### config.mk
export PLATFORM = sky130hd
export DESIGN_NAME = pe_axi_req_bridge_flat
export DESIGN_NICKNAME = d
export VERILOG_FILES = /design/src/rtl/pe_axi_req_bridge_if.sv /design/src/rtl/pe_axi_req_bridge.sv /design/src/flat_wrapper.sv
export SDC_FILE = /design/constraint.sdc
export NUM_CORES = 1
export LEC_CHECK = 0
export BUFFER_PORTS_ARGS = -buffer_cell sky130_fd_sc_hd__buf_2
export CAP_MARGIN = 10
export CORE_MARGIN = 1.5
export CORE_UTILIZATION = 50
export CTS_BUF_LIST = sky130_fd_sc_hd__clkbuf_16
export CTS_CLUSTER_SIZE = 28
export DETAILED_ROUTE_END_ITERATION = 7
export PLACE_DENSITY = 0.85
export SETUP_SLACK_MARGIN = 0.4
export SYNTH_ARGS = -nofsm -noshare
export SYNTH_HDL_FRONTEND = slang
export SYNTH_SLANG_ARGS = --single-unit
### constraint.sdc
create_clock -name clk -period 3.4 [get_ports clk]
set_input_delay 0.68 -clock clk [delete_from_list [all_inputs] [get_ports clk]]
set_output_delay 0.68 -clock clk [all_outputs]
set_load 0.02 [all_outputs]
### src/rtl/pe_axi_req_bridge_if.sv
// Interfaces for the PE word request port and the single-beat AXI4 master port.
// Every channel is a valid/ready pair: the source holds valid and payload stable until ready is seen at a rising edge.

interface pe_req_if #(parameter int ADDR_W = 32) ();
   logic              req_valid;
   logic              req_ready;
   logic              req_we;
   logic [ADDR_W-1:0] req_addr;
   logic [31:0]       req_wdata;
   logic [3:0]        req_wstrb;
   logic              rsp_valid;
   logic              rsp_ready;
   logic [31:0]       rsp_rdata;
   logic [1:0]        rsp_resp;
   logic [1:0]        rsp_fault;
   logic              busy;

   modport master (
      output req_valid, req_we, req_addr, req_wdata, req_wstrb, rsp_ready,
      input  req_ready, rsp_valid, rsp_rdata, rsp_resp, rsp_fault, busy
   );
   modport slave (
      input  req_valid, req_we, req_addr, req_wdata, req_wstrb, rsp_ready,
      output req_ready, rsp_valid, rsp_rdata, rsp_resp, rsp_fault, busy
   );
endinterface

interface pe_axi_if ();
   logic [31:0] m_awaddr;
   logic [7:0]  m_awlen;
   logic [2:0]  m_awsize;
   logic [1:0]  m_awburst;
   logic        m_awvalid;
   logic        m_awready;
   logic [31:0] m_wdata;
   logic [3:0]  m_wstrb;
   logic        m_wlast;
   logic        m_wvalid;
   logic        m_wready;
   logic [1:0]  m_bresp;
   logic        m_bvalid;
   logic        m_bready;
   logic [31:0] m_araddr;
   logic [7:0]  m_arlen;
   logic [2:0]  m_arsize;
   logic [1:0]  m_arburst;
   logic        m_arvalid;
   logic        m_arready;
   logic [31:0] m_rdata;
   logic [1:0]  m_rresp;
   logic        m_rlast;
   logic        m_rvalid;
   logic        m_rready;

   modport master (
      output m_awaddr, m_awlen, m_awsize, m_awburst, m_awvalid,
      output m_wdata, m_wstrb, m_wlast, m_wvalid, m_bready,
      output m_araddr, m_arlen, m_arsize, m_arburst, m_arvalid, m_rready,
      input  m_awready, m_wready, m_bresp, m_bvalid,
      input  m_arready, m_rdata, m_rresp, m_rlast, m_rvalid
   );
   modport slave (
      input  m_awaddr, m_awlen, m_awsize, m_awburst, m_awvalid,
      input  m_wdata, m_wstrb, m_wlast, m_wvalid, m_bready,
      input  m_araddr, m_arlen, m_arsize, m_arburst, m_arvalid, m_rready,
      output m_awready, m_wready, m_bresp, m_bvalid,
      output m_arready, m_rdata, m_rresp, m_rlast, m_rvalid
   );
endinterface

### src/rtl/pe_axi_req_bridge.sv
// Single-outstanding bridge turning one PE word request into a single-beat AXI4 write or read.
// All AXI and response outputs are registered; only req_ready decodes the state directly.

module pe_axi_req_bridge #(
   parameter int TIMEOUT = 1024,
   parameter int ADDR_W  = 32
) (
   input  logic       clk,
   input  logic       rst,
   pe_req_if.slave    req,
   pe_axi_if.master   axi,
   output logic [2:0] o_dbg_state
);

   typedef enum logic [2:0] {
      S_IDLE, S_WADDR, S_WRESP, S_RADDR, S_RDATA, S_RSP, S_DRAIN
   } state_t;

   localparam logic [31:0] LP_TO_LAST = 32'(TIMEOUT - 1);

   state_t            r_state;
   state_t            w_next;
   logic [ADDR_W-1:0] r_addr;
   logic [31:0]       r_wdata;
   logic [3:0]        r_wstrb;
   logic              r_awvalid;
   logic              r_wvalid;
   logic              r_arvalid;
   logic              r_bready;
   logic              r_rready;
   logic [31:0]       r_wait_cnt;
   logic              r_rsp_valid;
   logic [31:0]       r_rsp_rdata;
   logic [1:0]        r_rsp_resp;
   logic [1:0]        r_rsp_fault;
   logic              w_aw_done;
   logic              w_w_done;
   logic              w_timeout;
   logic              w_rsp_clear;
   logic              w_stale_clear;
   logic              w_unused_rlast;

   assign w_aw_done      = !r_awvalid || axi.m_awready;
   assign w_w_done       = !r_wvalid || axi.m_wready;
   assign w_timeout      = (TIMEOUT != 0) && (r_wait_cnt == LP_TO_LAST);
   assign w_rsp_clear    = !r_rsp_valid || req.rsp_ready;
   assign w_stale_clear  = (!r_bready || axi.m_bvalid) && (!r_rready || axi.m_rvalid);
   assign w_unused_rlast = axi.m_rlast;

   always_ff @(posedge clk) begin
      if (rst) r_state <= S_IDLE;
      else     r_state <= w_next;
   end

   always_comb begin
      w_next = r_state;
      case (r_state)
         S_IDLE: begin
            if (req.req_valid) begin
               if (req.req_addr[1:0] != 2'b00) w_next = S_RSP;
               else if (req.req_we)            w_next = S_WADDR;
               else                            w_next = S_RADDR;
            end
         end
         S_WADDR: if (w_aw_done && w_w_done) w_next = S_WRESP;
         S_WRESP: begin
            if (axi.m_bvalid)   w_next = S_RSP;
            else if (w_timeout) w_next = S_DRAIN;
         end
         S_RADDR: if (axi.m_arready) w_next = S_RDATA;
         S_RDATA: begin
            if (axi.m_rvalid)   w_next = S_RSP;
            else if (w_timeout) w_next = S_DRAIN;
         end
         S_RSP:   if (req.rsp_ready) w_next = S_IDLE;
         // DRAIN ends only once both the fault response and the late B/R are gone.
         S_DRAIN: if (w_rsp_clear && w_stale_clear) w_next = S_IDLE;
         default: w_next = S_IDLE;
      endcase
   end

   always_ff @(posedge clk) begin
      if (rst) begin
         r_addr      <= '0;
         r_wdata     <= '0;
         r_wstrb     <= '0;
         r_awvalid   <= 1'b0;
         r_wvalid    <= 1'b0;
         r_arvalid   <= 1'b0;
         r_bready    <= 1'b0;
         r_rready    <= 1'b0;
         r_wait_cnt  <= '0;
         r_rsp_valid <= 1'b0;
         r_rsp_rdata <= '0;
         r_rsp_resp  <= '0;
         r_rsp_fault <= '0;
      end else begin
         if (r_state == S_IDLE && req.req_valid) begin
            r_addr  <= req.req_addr;
            r_wdata <= req.req_wdata;
            r_wstrb <= req.req_wstrb;
         end

         // AW and W start together but retire on their own handshakes.
         if (r_state == S_IDLE && w_next == S_WADDR) begin
            r_awvalid <= 1'b1;
            r_wvalid  <= 1'b1;
         end else begin
            if (axi.m_awready) r_awvalid <= 1'b0;
            if (axi.m_wready)  r_wvalid  <= 1'b0;
         end

         if (r_state == S_IDLE && w_next == S_RADDR) r_arvalid <= 1'b1;
         else if (axi.m_arready)                     r_arvalid <= 1'b0;

         if (r_state != S_WRESP && w_next == S_WRESP) r_bready <= 1'b1;
         else if (axi.m_bvalid)                       r_bready <= 1'b0;

         if (r_state != S_RDATA && w_next == S_RDATA) r_rready <= 1'b1;
         else if (axi.m_rvalid)                       r_rready <= 1'b0;

         if (r_state == S_WRESP || r_state == S_RDATA) r_wait_cnt <= r_wait_cnt + 32'd1;
         else                                          r_wait_cnt <= '0;

         if (r_state == S_IDLE && w_next == S_RSP) begin
            r_rsp_valid <= 1'b1;
            r_rsp_rdata <= '0;
            r_rsp_resp  <= 2'b00;
            r_rsp_fault <= 2'b01;
         end else if (r_state == S_WRESP && w_next == S_RSP) begin
            r_rsp_valid <= 1'b1;
            r_rsp_rdata <= '0;
            r_rsp_resp  <= axi.m_bresp;
            r_rsp_fault <= 2'b00;
         end else if (r_state == S_RDATA && w_next == S_RSP) begin
            r_rsp_valid <= 1'b1;
            r_rsp_rdata <= axi.m_rdata;
            r_rsp_resp  <= axi.m_rresp;
            r_rsp_fault <= 2'b00;
         end else if (r_state != S_DRAIN && w_next == S_DRAIN) begin
            r_rsp_valid <= 1'b1;
            r_rsp_rdata <= '0;
            r_rsp_resp  <= 2'b00;
            r_rsp_fault <= 2'b10;
         end else if (r_rsp_valid && req.rsp_ready) begin
            r_rsp_valid <= 1'b0;
         end
      end
   end

   assign req.req_ready = (r_state == S_IDLE);
   assign req.busy      = (r_state != S_IDLE);
   assign req.rsp_valid = r_rsp_valid;
   assign req.rsp_rdata = r_rsp_rdata;
   assign req.rsp_resp  = r_rsp_resp;
   assign req.rsp_fault = r_rsp_fault;

   assign axi.m_awaddr  = 32'(r_addr);
   assign axi.m_awlen   = 8'd0;
   assign axi.m_awsize  = 3'b010;
   assign axi.m_awburst = 2'b01;
   assign axi.m_awvalid = r_awvalid;
   assign axi.m_wdata   = r_wdata;
   assign axi.m_wstrb   = r_wstrb;
   assign axi.m_wlast   = 1'b1;
   assign axi.m_wvalid  = r_wvalid;
   assign axi.m_bready  = r_bready;
   assign axi.m_araddr  = 32'(r_addr);
   assign axi.m_arlen   = 8'd0;
   assign axi.m_arsize  = 3'b010;
   assign axi.m_arburst = 2'b01;
   assign axi.m_arvalid = r_arvalid;
   assign axi.m_rready  = r_rready;

   assign o_dbg_state = r_state;

endmodule

### src/flat_wrapper.sv
// flat-port wrapper written by rule: the top's interface ports become plain ports
module pe_axi_req_bridge_flat 
#(
   parameter int TIMEOUT = 1024,
   parameter int ADDR_W  = 32
)
  (clk, rst, o_dbg_state, req_req_valid, req_req_we, req_req_addr, req_req_wdata, req_req_wstrb, req_rsp_ready, req_req_ready, req_rsp_valid, req_rsp_rdata, req_rsp_resp, req_rsp_fault, req_busy, axi_m_awaddr, axi_m_awlen, axi_m_awsize, axi_m_awburst, axi_m_awvalid, axi_m_wdata, axi_m_wstrb, axi_m_wlast, axi_m_wvalid, axi_m_bready, axi_m_araddr, axi_m_arlen, axi_m_arsize, axi_m_arburst, axi_m_arvalid, axi_m_rready, axi_m_awready, axi_m_wready, axi_m_bresp, axi_m_bvalid, axi_m_arready, axi_m_rdata, axi_m_rresp, axi_m_rlast, axi_m_rvalid);
  pe_req_if #(.ADDR_W(ADDR_W)) req_i ();
  pe_axi_if axi_i ();
  input  logic clk;
  input  logic rst;
  output logic [2:0] o_dbg_state;
  input wire logic [$bits(req_i.req_valid)-1:0] req_req_valid;
  input wire logic [$bits(req_i.req_we)-1:0] req_req_we;
  input wire logic [$bits(req_i.req_addr)-1:0] req_req_addr;
  input wire logic [$bits(req_i.req_wdata)-1:0] req_req_wdata;
  input wire logic [$bits(req_i.req_wstrb)-1:0] req_req_wstrb;
  input wire logic [$bits(req_i.rsp_ready)-1:0] req_rsp_ready;
  output wire logic [$bits(req_i.req_ready)-1:0] req_req_ready;
  output wire logic [$bits(req_i.rsp_valid)-1:0] req_rsp_valid;
  output wire logic [$bits(req_i.rsp_rdata)-1:0] req_rsp_rdata;
  output wire logic [$bits(req_i.rsp_resp)-1:0] req_rsp_resp;
  output wire logic [$bits(req_i.rsp_fault)-1:0] req_rsp_fault;
  output wire logic [$bits(req_i.busy)-1:0] req_busy;
  output wire logic [$bits(axi_i.m_awaddr)-1:0] axi_m_awaddr;
  output wire logic [$bits(axi_i.m_awlen)-1:0] axi_m_awlen;
  output wire logic [$bits(axi_i.m_awsize)-1:0] axi_m_awsize;
  output wire logic [$bits(axi_i.m_awburst)-1:0] axi_m_awburst;
  output wire logic [$bits(axi_i.m_awvalid)-1:0] axi_m_awvalid;
  output wire logic [$bits(axi_i.m_wdata)-1:0] axi_m_wdata;
  output wire logic [$bits(axi_i.m_wstrb)-1:0] axi_m_wstrb;
  output wire logic [$bits(axi_i.m_wlast)-1:0] axi_m_wlast;
  output wire logic [$bits(axi_i.m_wvalid)-1:0] axi_m_wvalid;
  output wire logic [$bits(axi_i.m_bready)-1:0] axi_m_bready;
  output wire logic [$bits(axi_i.m_araddr)-1:0] axi_m_araddr;
  output wire logic [$bits(axi_i.m_arlen)-1:0] axi_m_arlen;
  output wire logic [$bits(axi_i.m_arsize)-1:0] axi_m_arsize;
  output wire logic [$bits(axi_i.m_arburst)-1:0] axi_m_arburst;
  output wire logic [$bits(axi_i.m_arvalid)-1:0] axi_m_arvalid;
  output wire logic [$bits(axi_i.m_rready)-1:0] axi_m_rready;
  input wire logic [$bits(axi_i.m_awready)-1:0] axi_m_awready;
  input wire logic [$bits(axi_i.m_wready)-1:0] axi_m_wready;
  input wire logic [$bits(axi_i.m_bresp)-1:0] axi_m_bresp;
  input wire logic [$bits(axi_i.m_bvalid)-1:0] axi_m_bvalid;
  input wire logic [$bits(axi_i.m_arready)-1:0] axi_m_arready;
  input wire logic [$bits(axi_i.m_rdata)-1:0] axi_m_rdata;
  input wire logic [$bits(axi_i.m_rresp)-1:0] axi_m_rresp;
  input wire logic [$bits(axi_i.m_rlast)-1:0] axi_m_rlast;
  input wire logic [$bits(axi_i.m_rvalid)-1:0] axi_m_rvalid;
  assign req_i.req_valid = req_req_valid;
  assign req_i.req_we = req_req_we;
  assign req_i.req_addr = req_req_addr;
  assign req_i.req_wdata = req_req_wdata;
  assign req_i.req_wstrb = req_req_wstrb;
  assign req_i.rsp_ready = req_rsp_ready;
  assign req_req_ready = req_i.req_ready;
  assign req_rsp_valid = req_i.rsp_valid;
  assign req_rsp_rdata = req_i.rsp_rdata;
  assign req_rsp_resp = req_i.rsp_resp;
  assign req_rsp_fault = req_i.rsp_fault;
  assign req_busy = req_i.busy;
  assign axi_m_awaddr = axi_i.m_awaddr;
  assign axi_m_awlen = axi_i.m_awlen;
  assign axi_m_awsize = axi_i.m_awsize;
  assign axi_m_awburst = axi_i.m_awburst;
  assign axi_m_awvalid = axi_i.m_awvalid;
  assign axi_m_wdata = axi_i.m_wdata;
  assign axi_m_wstrb = axi_i.m_wstrb;
  assign axi_m_wlast = axi_i.m_wlast;
  assign axi_m_wvalid = axi_i.m_wvalid;
  assign axi_m_bready = axi_i.m_bready;
  assign axi_m_araddr = axi_i.m_araddr;
  assign axi_m_arlen = axi_i.m_arlen;
  assign axi_m_arsize = axi_i.m_arsize;
  assign axi_m_arburst = axi_i.m_arburst;
  assign axi_m_arvalid = axi_i.m_arvalid;
  assign axi_m_rready = axi_i.m_rready;
  assign axi_i.m_awready = axi_m_awready;
  assign axi_i.m_wready = axi_m_wready;
  assign axi_i.m_bresp = axi_m_bresp;
  assign axi_i.m_bvalid = axi_m_bvalid;
  assign axi_i.m_arready = axi_m_arready;
  assign axi_i.m_rdata = axi_m_rdata;
  assign axi_i.m_rresp = axi_m_rresp;
  assign axi_i.m_rlast = axi_m_rlast;
  assign axi_i.m_rvalid = axi_m_rvalid;
  pe_axi_req_bridge #(.TIMEOUT(TIMEOUT), .ADDR_W(ADDR_W)) u_core (.clk(clk), .rst(rst), .req(req_i), .axi(axi_i), .o_dbg_state(o_dbg_state));
endmodule
==> metrics.csv, run 1 <==
metric,value,unit
initial DRC count,316,
critical path type,reg -> reg,
setup bufs post-CTS,0,
top-level I/O count,289,
r2r setup slk,1.06,ns
Post-synth EDFFs,0,
Post-CTS Resized,0,
Reg2Reg Capture Point,u_core.req.rsp_rdata[23],
"Top FF cell, synth",dfxtp_1,
sequential cell area,2900,sq um
Final min period,2.34,ns
vias per inst,5.18,
max incr delay on CP,0.85,ns
routed via count,5590,
Detailed Place HPWL,11600,um
row count,39,
end point of the critical path,u_core.req.rsp_rdata[23],
number of buffers created by CTS,17,
CP Capture Type,flip-flop,
Gate power share,30.0,%
pwr dens,739,nW/um^2
Layout Area Growth over Synthesis,27.1,%
max-cap viol count,0,
"CTS clk-pin slew, worst paths",0.06,ns
CTS tree,yes,
DR WL/cell,15.0,um
final wirelength,16200,um
DRC viols,0,
"count leader, synth",nand2_1,
Worst EP required,3.70,ns
Seq pwr share,37.0,%
Tcrit/Tclk final,69.0,%
DRT Pass-1 Iters,4,
CTS sink cnt,145,
area of the multi-input gates,2600,sq um
Crit-path slowest cell,or4b_2,
Post-Syn Instances,705,
Post-Layout Inst Area,7680,sq um
Chip Height,113,um
Post-Layout Cell Count,1079,
Placement Cell Area,7080,sq um
worst skew pair latency,0.41,ns
Slew HR,37.1,%
"Max FO, Critical Path",32,
dpl cells,1042,
RSZ-0062 raised after global routing,no,
final worst-path setup slack,1.06,ns
Worst EP arrival,2.64,ns
Final Skew,0.00730,ns
share of cells above drive strength 1,33.4,%
status,"finished, final reports clean",
GP Congestion,0.858,
Synth async-reset ratio,0,%
Synth Cell Area,6040,sq um
synth cell count leaders,"nand2_1 (150), dfxtp_1 (145), a21oi_1 (78)",
P_int,3.63,mW
fin util,66.1,%
root buffer cell,clkbuf_16,
Total GRT Usage,24.7,%
crit path launch,u_core.o_dbg_state[1],
core area,11600,sq um
die span in x,113,um
area share of the largest cell type after synthesis,48.0,%
H-tree Lvls,4,
largest net degree at the start of global routing,66,
pre-CTS WS,0.827,ns
Yosys warnings,0,
register area share after synthesis,48.0,%
Hold WC Path Type,reg -> reg,
Final TNS setup,0,ns
top post-synthesis cells by area,"dfxtp_1 (48%), nand2_1 (9.3%), buf_4 (7.5%), a21oi_1 (6.5%), a22o_1 (4.6%)",
cells on worst reg2reg path,5,
fillers,999,
Yosys reg bits,145,
Setup Viol. Count Final,0,
initial antenna violation count,5,
IO buf count,260,
crit path cell chain,or4b_2 -> o21ai_4 -> nor3b_2 -> buf_4 -> a22o_1,
vias in the first global route,5122,
Mean Syn Cell Area,8.57,sq um
Yosys cell types,49,
fin nets,1034,
post-route ant nets,0,
Hold Buf Count CTS,0,
Final Max Slew Viols,0,
Clock Path Buffers,2,
final hold violation count,0,
LEAKAGE,3.50,nW
startpoint types,flip-flop,
Net Sw Frac,36.0,%
worst vdd ir,0.572,mV
Initial Util,52.0,%
Slew @ Worst Pin,0.942,ns
RR Startpoint,u_core.o_dbg_state[1],
area of the die,12800,sq um
P_sw,2.04,mW
first-pass GRT wire length,25000,um
grt ovf,0,
Clock power frac,32.9,%
leading area contributor after synthesis,dfxtp_1,
highest clock rate,426,MHz
[worst max-delay path: cells and delay by family (launching register included)]
kind,cells,cell delay [ns]
flops,1,0.46
simple gates,2,0.92
buf+inv,1,0.27
compound gates,2,0.57
[layer usage]
layer,track usage [%],part of all wire [%]
met4,9.75,2.3
met5,0,0.080
met2,43.4,52
met1,27.4,37
met3,8.73,8.3
[how the worst min path moves through the flow]
| stage | cells after the start | endpoint | startpoint |
|---|---|---|---|
| finish | 2 | u_core.axi.m_wdata[17] | u_core.axi.m_wdata[17] |
| global route | 2 | u_core.axi.m_wdata[20] | u_core.axi.m_wdata[20] |
| CTS | 2 | u_core.axi.m_wdata[17] | u_core.axi.m_wdata[17] |
| detailed placement | 2 | u_core.axi.m_wdata[17] | u_core.axi.m_wdata[17] |
| global placement | 2 | u_core.axi.m_wdata[6] | u_core.axi.m_wdata[6] |
| floorplan | 1 | u_core.r_wait_cnt[0] | u_core.r_wait_cnt[0] |
[kinds of logic after synthesis]
kind of cell             count (synthesis)  synth area share (%)
multiplexers                             1                 0.166
adder cells (fa/ha/maj)                  1                 0.207
buffers and inverters                  109                  10.7
AND/OR/NAND/NOR                        282                  22.1
AO/OA/AOI/OAI                          138                  14.7
other                                    2                 0.124
flip-flops                             145                  48.0
XOR/XNOR                                27                  3.91
[layout by cell type (no fill, tap or decap), drive strengths merged, types with 2 or more instances in the layout]
master / count
xnor2: 20
clkbuf: 17
and2: 3
a22oi: 2
dfxtp: 145
a21oi: 78
buf: 267
and4: 6
o311ai: 2
a31o: 2
and3: 5
or4: 2
nand3: 9
bufinv: 3
nor4: 16
inv: 13
o21ai: 10
or2: 2
nor2b: 3
or3: 7
nand2b: 8
a22o: 32
nor3b: 4
diode: 5
a31oi: 2
nor3: 10
xor2: 7
nand2: 150
nand4: 13
o31a: 2
clkinv: 6
nor2: 40
conb: 27
clkinvlp: 4
[layout make-up]
type	instances	share of cell area, %
tap	143	2.33
inverter	11	0.537
timing repair buffer	267	17.6
clock inverter	15	2.20
antenna	5	0.163
sequential	145	37.8
multi-input combinational	476	33.8
clock buffer	17	5.54
[sequential cells by signal (all words and copies together), names as in the netlist, 2 cells and up]
signal	flops
u_core.axi.m_araddr	32
u_core.axi.m_wdata	32
u_core.r_wait_cnt	32
u_core.req.rsp_rdata	32
u_core.axi.m_wstrb	4
u_core.o_dbg_state	3
u_core.req.rsp_fault	2
u_core.req.rsp_resp	2
[power by group through the flow]
stage | clock, mW | sequential [mW] | combinational, mW
after floorplan | 0 | 2.36 | 1.04
after global placement | 0 | 2.12 | 1.69
final | 1.87 | 2.10 | 1.70
after CTS | 1.89 | 2.10 | 1.71
after global routing | 1.98 | 2.13 | 1.86
after detailed placement | 0 | 2.13 | 1.70
[stage by stage]
stage / total power, mW / hold slack [ns]
after CTS: 5.70 / 0.452
after global routing: 5.96 / 0.465
after global placement: 3.81 / 0.439
after detailed placement: 3.83 / 0.443
after floorplan: 3.39 / 0.437
final: 5.68 / 0.450
(Power assumes the default switching activity.)
==> inputs of run 2 (changes only) <==
--- a/config.mk
+++ b/config.mk
@@ -8,11 +8,11 @@
 export BUFFER_PORTS_ARGS = -buffer_cell sky130_fd_sc_hd__buf_2
 export CAP_MARGIN = 10
 export CORE_MARGIN = 1.5
-export CORE_UTILIZATION = 50
+export CORE_UTILIZATION = 46
 export CTS_BUF_LIST = sky130_fd_sc_hd__clkbuf_16
 export CTS_CLUSTER_SIZE = 28
 export DETAILED_ROUTE_END_ITERATION = 7
-export PLACE_DENSITY = 0.85
+export PLACE_DENSITY = 0.8
 export SETUP_SLACK_MARGIN = 0.4
 export SYNTH_ARGS = -nofsm -noshare
 export SYNTH_HDL_FRONTEND = slang
==> constraint.sdc (replaced) <==
create_clock -name clk -period 2.3 [get_ports clk]
set_input_delay 0.46 -clock clk [delete_from_list [all_inputs] [get_ports clk]]
set_output_delay 0.46 -clock clk [all_outputs]
set_load 0.02 [all_outputs]
==> metrics.csv, run 2 (synthesis results as in run 1) <==
metric,value,unit
Slew HR,52.4,%
Final TNS setup,0,ns
worst skew pair latency,0.42,ns
DRT Pass-1 Iters,4,
hold path start,axi_m_rdata[14],
highest metal used,met4,
"Max FO, Critical Path",16,
status,"finished, final reports clean",
post-route ant nets,0,
initial DRC count,369,
first-pass GRT wire length,25300,um
Setup Viol. Count Final,0,
worst vdd ir,0.634,mV
"most common cell after layout, fill and taps aside",buf_2,
Slew @ Worst Pin,0.714,ns
Final Max Slew Viols,0,
Worst EP arrival,2.30,ns
final hold violation count,0,
met2 WL post-DR,8960,um
Total Power Consumption,8.80,mW
Post-Layout Inst Area,8170,sq um
number of buffers created by CTS,17,
DRC viols,0,
fin nets,1063,
"CTS clk-pin slew, worst paths",0.06,ns
Chip Height,118,um
CTS sink cnt,145,
Hold WC Path Type,in -> reg,
final wirelength,17100,um
Hold Buf Count CTS,0,
area of the die,13800,sq um
most frequent cells in the layout,"buf_2 (258), nand2_1 (149), dfxtp_1 (137), a21oi_1 (78), nor2_1 (37)",
H-tree Lvls,4,
highest clock rate,500,MHz
share of cells above drive strength 1,38.8,%
initial antenna violation count,3,
startpoint types,flip-flop,
row count,41,
grt ovf,0,
CP Capture Type,flip-flop,
DR WL/cell,15.1,um
met3 wire length,1260,um
critical path type,reg -> reg,
M1 wire length,6390,um
top-level I/O count,289,
vias in the first global route,5190,
vias per inst,5.09,
routed via count,5780,
Total GRT Usage,22.7,%
core area,12700,sq um
Crit path top cell by count,nor4_4,
RSZ-0062 raised after global routing,yes,
die span in x,118,um
max incr delay on CP,0.38,ns
LEAKAGE,3.70,nW
Crit-path slowest cell,or3_4,
crit path cell chain,ha_4 -> nand4_1 -> or3_4 -> nor4_4 -> buf_4 -> nor4_4 -> clkbuf_16 -> a22o_1,
IO buf count,260,
CTS tree,yes,
fin util,64.2,%
Placement Cell Area,7250,sq um
GP Congestion,0.845,
RR Startpoint,u_core.r_wait_cnt[1],
Initial Util,47.5,%
Worst EP required,2.60,ns
largest net degree at the start of global routing,69,
Tcrit/Tclk final,86.9,%
pwr dens,1080,nW/um^2
Clock Path Buffers,2,
Detailed Place HPWL,11600,um
Layout Area Growth over Synthesis,35.2,%
max-cap viol count,0,
crit path launch,u_core.r_wait_cnt[1],
Final min period,2.00,ns
Final Skew,0.00953,ns
root buffer cell,clkbuf_16,
[run 2: cell count changes in the layout (fill, tap and decap cells not counted), sizes merged]
cell,before,now
buf,267,295
diode,5,3
clkinvlp,4,3
bufinv,3,2
clkbuf,17,18
clkinv,6,9
inv,13,12
[run 2: power breakdown]
part / internal, mW / switching [mW]
clock network: 1.59 / 1.07
logic: 1.15 / 1.94
registers: 2.85 / 0.200
[run 2: cell type report]
cell class	count	area (sq um)
Clock inverter	15	143
Fill cell	1160	4550
Sequential cell	145	2920
Multi-Input combinational cell	476	2760
Tap cell	172	215
Clock buffer	17	425
Antenna cell	3	7.51
Inverter	11	45.0
Timing Repair Buffer	296	1660
[run 2: final timing paths]
check	to	slack (ns)	depth (start not counted)
max	u_core.req.rsp_rdata[17]	0.30	8
min	u_core.req.rsp_rdata[14]	0.26	2
max reg2reg	u_core.req.rsp_rdata[17]	0.30	8
min reg2reg	u_core.axi.m_wdata[27]	0.45	2
[run 2: repair_timing]
action	4_1_cts	5_1_grt
setup buffers	6	13
cloned	0	2
endpoints found under the setup margin	39	52
gates resized for setup	14	31
endpoints found under the hold margin	0	0
pin swaps	4	10
[run 2: metal layers]
metal  global-route usage [%]  vias up
met5                        0        -
met3                     7.61       34
li1                         -     2812
met4                     9.22        0
met1                     24.8     2718
met2                     40.1      216
[run 2: metrics by stage]
stage / cells / setup WS (ns) / hold WS (ns)
6_report: 1135 / 0.302 / 0.257
5_1_grt: 1135 / 0.217 / 0.250
4_1_cts: 1117 / 0.328 / 0.243
3_5_place_dp: 1079 / 0.0302 / 0.444
3_3_place_gp: 1079 / 0.0743 / 0.439
2_1_floorplan: 730 / 0.407 / 0.440
[run 2: critical path: cells and delay by family, from the launching register on]
kind | cells | cell delay (ns)
simple gates | 4 | 0.81
buf+inv | 2 | 0.40
flops | 1 | 0.36
compound gates | 1 | 0.18
fa+ha+maj | 1 | 0.14
==> inputs of run 3 (changes only) <==
--- a/config.mk
+++ b/config.mk
@@ -12,8 +12,10 @@
 export CTS_BUF_LIST = sky130_fd_sc_hd__clkbuf_16
 export CTS_CLUSTER_SIZE = 28
 export DETAILED_ROUTE_END_ITERATION = 7
+export GPL_TIMING_DRIVEN = 0
 export PLACE_DENSITY = 0.8
-export SETUP_SLACK_MARGIN = 0.4
+export REMOVE_ABC_BUFFERS = 1
+export SETUP_SLACK_MARGIN = 0.2
 export SYNTH_ARGS = -nofsm -noshare
 export SYNTH_HDL_FRONTEND = slang
 export SYNTH_SLANG_ARGS = --single-unit
==> metrics.csv, run 3 (synthesis results as in run 1) <==
metric,value,unit
"CTS clk-pin slew, worst paths",0.06,ns
routed via count,5654,
Hold WC Path Type,in -> reg,
max-cap viol count,0,
Chip Height,118,um
Post-Layout Inst Area,7890,sq um
crit path launch,u_core.o_dbg_state[1],
final hold violation count,0,
core area,12700,sq um
Initial Util,47.5,%
most frequent cells in the layout,"buf_2 (260), nand2_1 (149), dfxtp_1 (140), a21oi_1 (78), nor2_1 (39)",
Clock Path Buffers,2,
worst vdd ir,0.652,mV
H-tree Lvls,4,
hold path start,axi_m_rdata[8],
area of the die,13800,sq um
fillers,1158,
LEAKAGE,3.58,nW
first-pass GRT wire length,27900,um
number of buffers created by CTS,17,
fin nets,1047,
Total GRT Usage,25.4,%
vias in the first global route,5364,
CTS sink cnt,145,
P_sw,3.23,mW
Fin Hold WS,0.250,ns
Slew HR,44.5,%
top-level I/O count,289,
DR WL/cell,15.8,um
Gate power share,31.9,%
Detailed Place HPWL,12100,um
Final TNS setup,0,ns
final wirelength,17600,um
Seq pwr share,36.3,%
DRC viols,0,
RR Startpoint,u_core.o_dbg_state[1],
IO buf count,260,
Post-Layout Cell Count,1117,
"Max FO, Critical Path",14,
Net Sw Frac,37.4,%
initial DRC count,405,
critical path type,reg -> reg,
DRT Pass-1 Iters,5,
Final Skew,0.00969,ns
"most common cell after layout, fill and taps aside",buf_2,
Worst EP required,2.61,ns
Clock power frac,31.8,%
largest net degree at the start of global routing,43,
Final min period,2.05,ns
worst skew pair latency,0.42,ns
row count,41,
Slew @ Worst Pin,0.832,ns
Final Max Slew Viols,0,
Tcrit/Tclk final,88.9,%
die span in x,118,um
P_int,5.41,mW
GP Congestion,0.817,
highest clock rate,489,MHz
r2r setup slk,0.25,ns
RSZ-0062 raised after global routing,yes,
pwr dens,1090,nW/um^2
share of cells above drive strength 1,35.4,%
post-route ant nets,0,
CP Capture Type,flip-flop,
CTS tree,yes,
initial antenna violation count,2,
startpoint types,flip-flop,
dpl cells,1069,
root buffer cell,clkbuf_16,
Worst EP arrival,2.35,ns
Layout Area Growth over Synthesis,30.6,%
status,"finished, final reports clean",
vias per inst,5.06,
fin util,62.0,%
grt ovf,0,
Placement Cell Area,7140,sq um
Setup Viol. Count Final,0,
==> run 3: cell types whose count changed in the layout (fill, tap and decap cells not counted), moves of 3 or more <==
| cell | change |
|---|---|
| buf_4 | -18 |
| nor4_1 | +5 |
| clkinv_2 | -4 |
| dfxtp_1 | +3 |
| dfxtp_2 | -3 |
| inv_1 | +3 |
| nor4_4 | -3 |
| o21ai_0 | +3 |
==> run 3: what timing repair did <==
item | in CTS | in global routing
cloned | 3 | 1
setup endpoints to repair | 46 | 70
pin swaps | 5 | 2
setup buffers | 7 | 4
hold buffers | 0 | 0
resized for setup | 9 | 11
==> run 3: power groups by stage <==
stage | sequential [mW] | combinational [mW] | clock (mW)
2_1_floorplan | 3.66 | 1.07 | 0
3_3_place_gp | 3.14 | 2.51 | 0
3_5_place_dp | 3.15 | 2.57 | 0
4_1_cts | 3.12 | 2.72 | 2.78
5_1_grt | 3.18 | 2.98 | 2.90
6_report | 3.13 | 2.76 | 2.74
==> run 3: layout make-up <==
type,count,area [sq um],area share [%]
tap,172,215,2.73
clock inverter,15,161,2.05
multi-input combinational,479,2660,33.6
timing repair buffer,277,1480,18.7
antenna,1,2.50,0.0317
clock buffer,17,425,5.39
inverter,11,41.3,0.523
sequential,145,2910,36.9
==> run 3: through the flow <==
step | power [mW] | setup WS (ns)
6_report | 8.63 | 0.254
5_1_grt | 9.06 | 0.172
4_1_cts | 8.62 | 0.203
3_5_place_dp | 5.72 | -0.558
3_3_place_gp | 5.65 | -3.83
2_1_floorplan | 4.73 | -2.05
==> run 3: worst max-delay path, stage by stage (launching register included) <==
cell and delay, ns:
dfxtp_4 0.40, or4b_4 0.62, buf_6 0.19, o22ai_1 0.18, a31o_2 0.14, nor2_1 0.09, o31a_1 0.32
==> run 3: worst paths after layout <==
kind | depth (start not counted) | end
max | 6 | u_core.req.rsp_resp[0]
min | 2 | u_core.req.rsp_rdata[8]
min reg2reg | 1 | u_core.r_wait_cnt[0]
max reg2reg | 6 | u_core.req.rsp_resp[0]
==> run 3: routing by layer <==
layer	GRT usage, %	routed length (um)	part of all wire (%)	vias to the layer above
met3	8.72	1280	7.3	25
met1	31.0	7390	42	2636
met5	0	12	0.068	-
met4	8.69	350	2.0	2
met2	41.6	8600	49	212
li1	-	-	-	2779
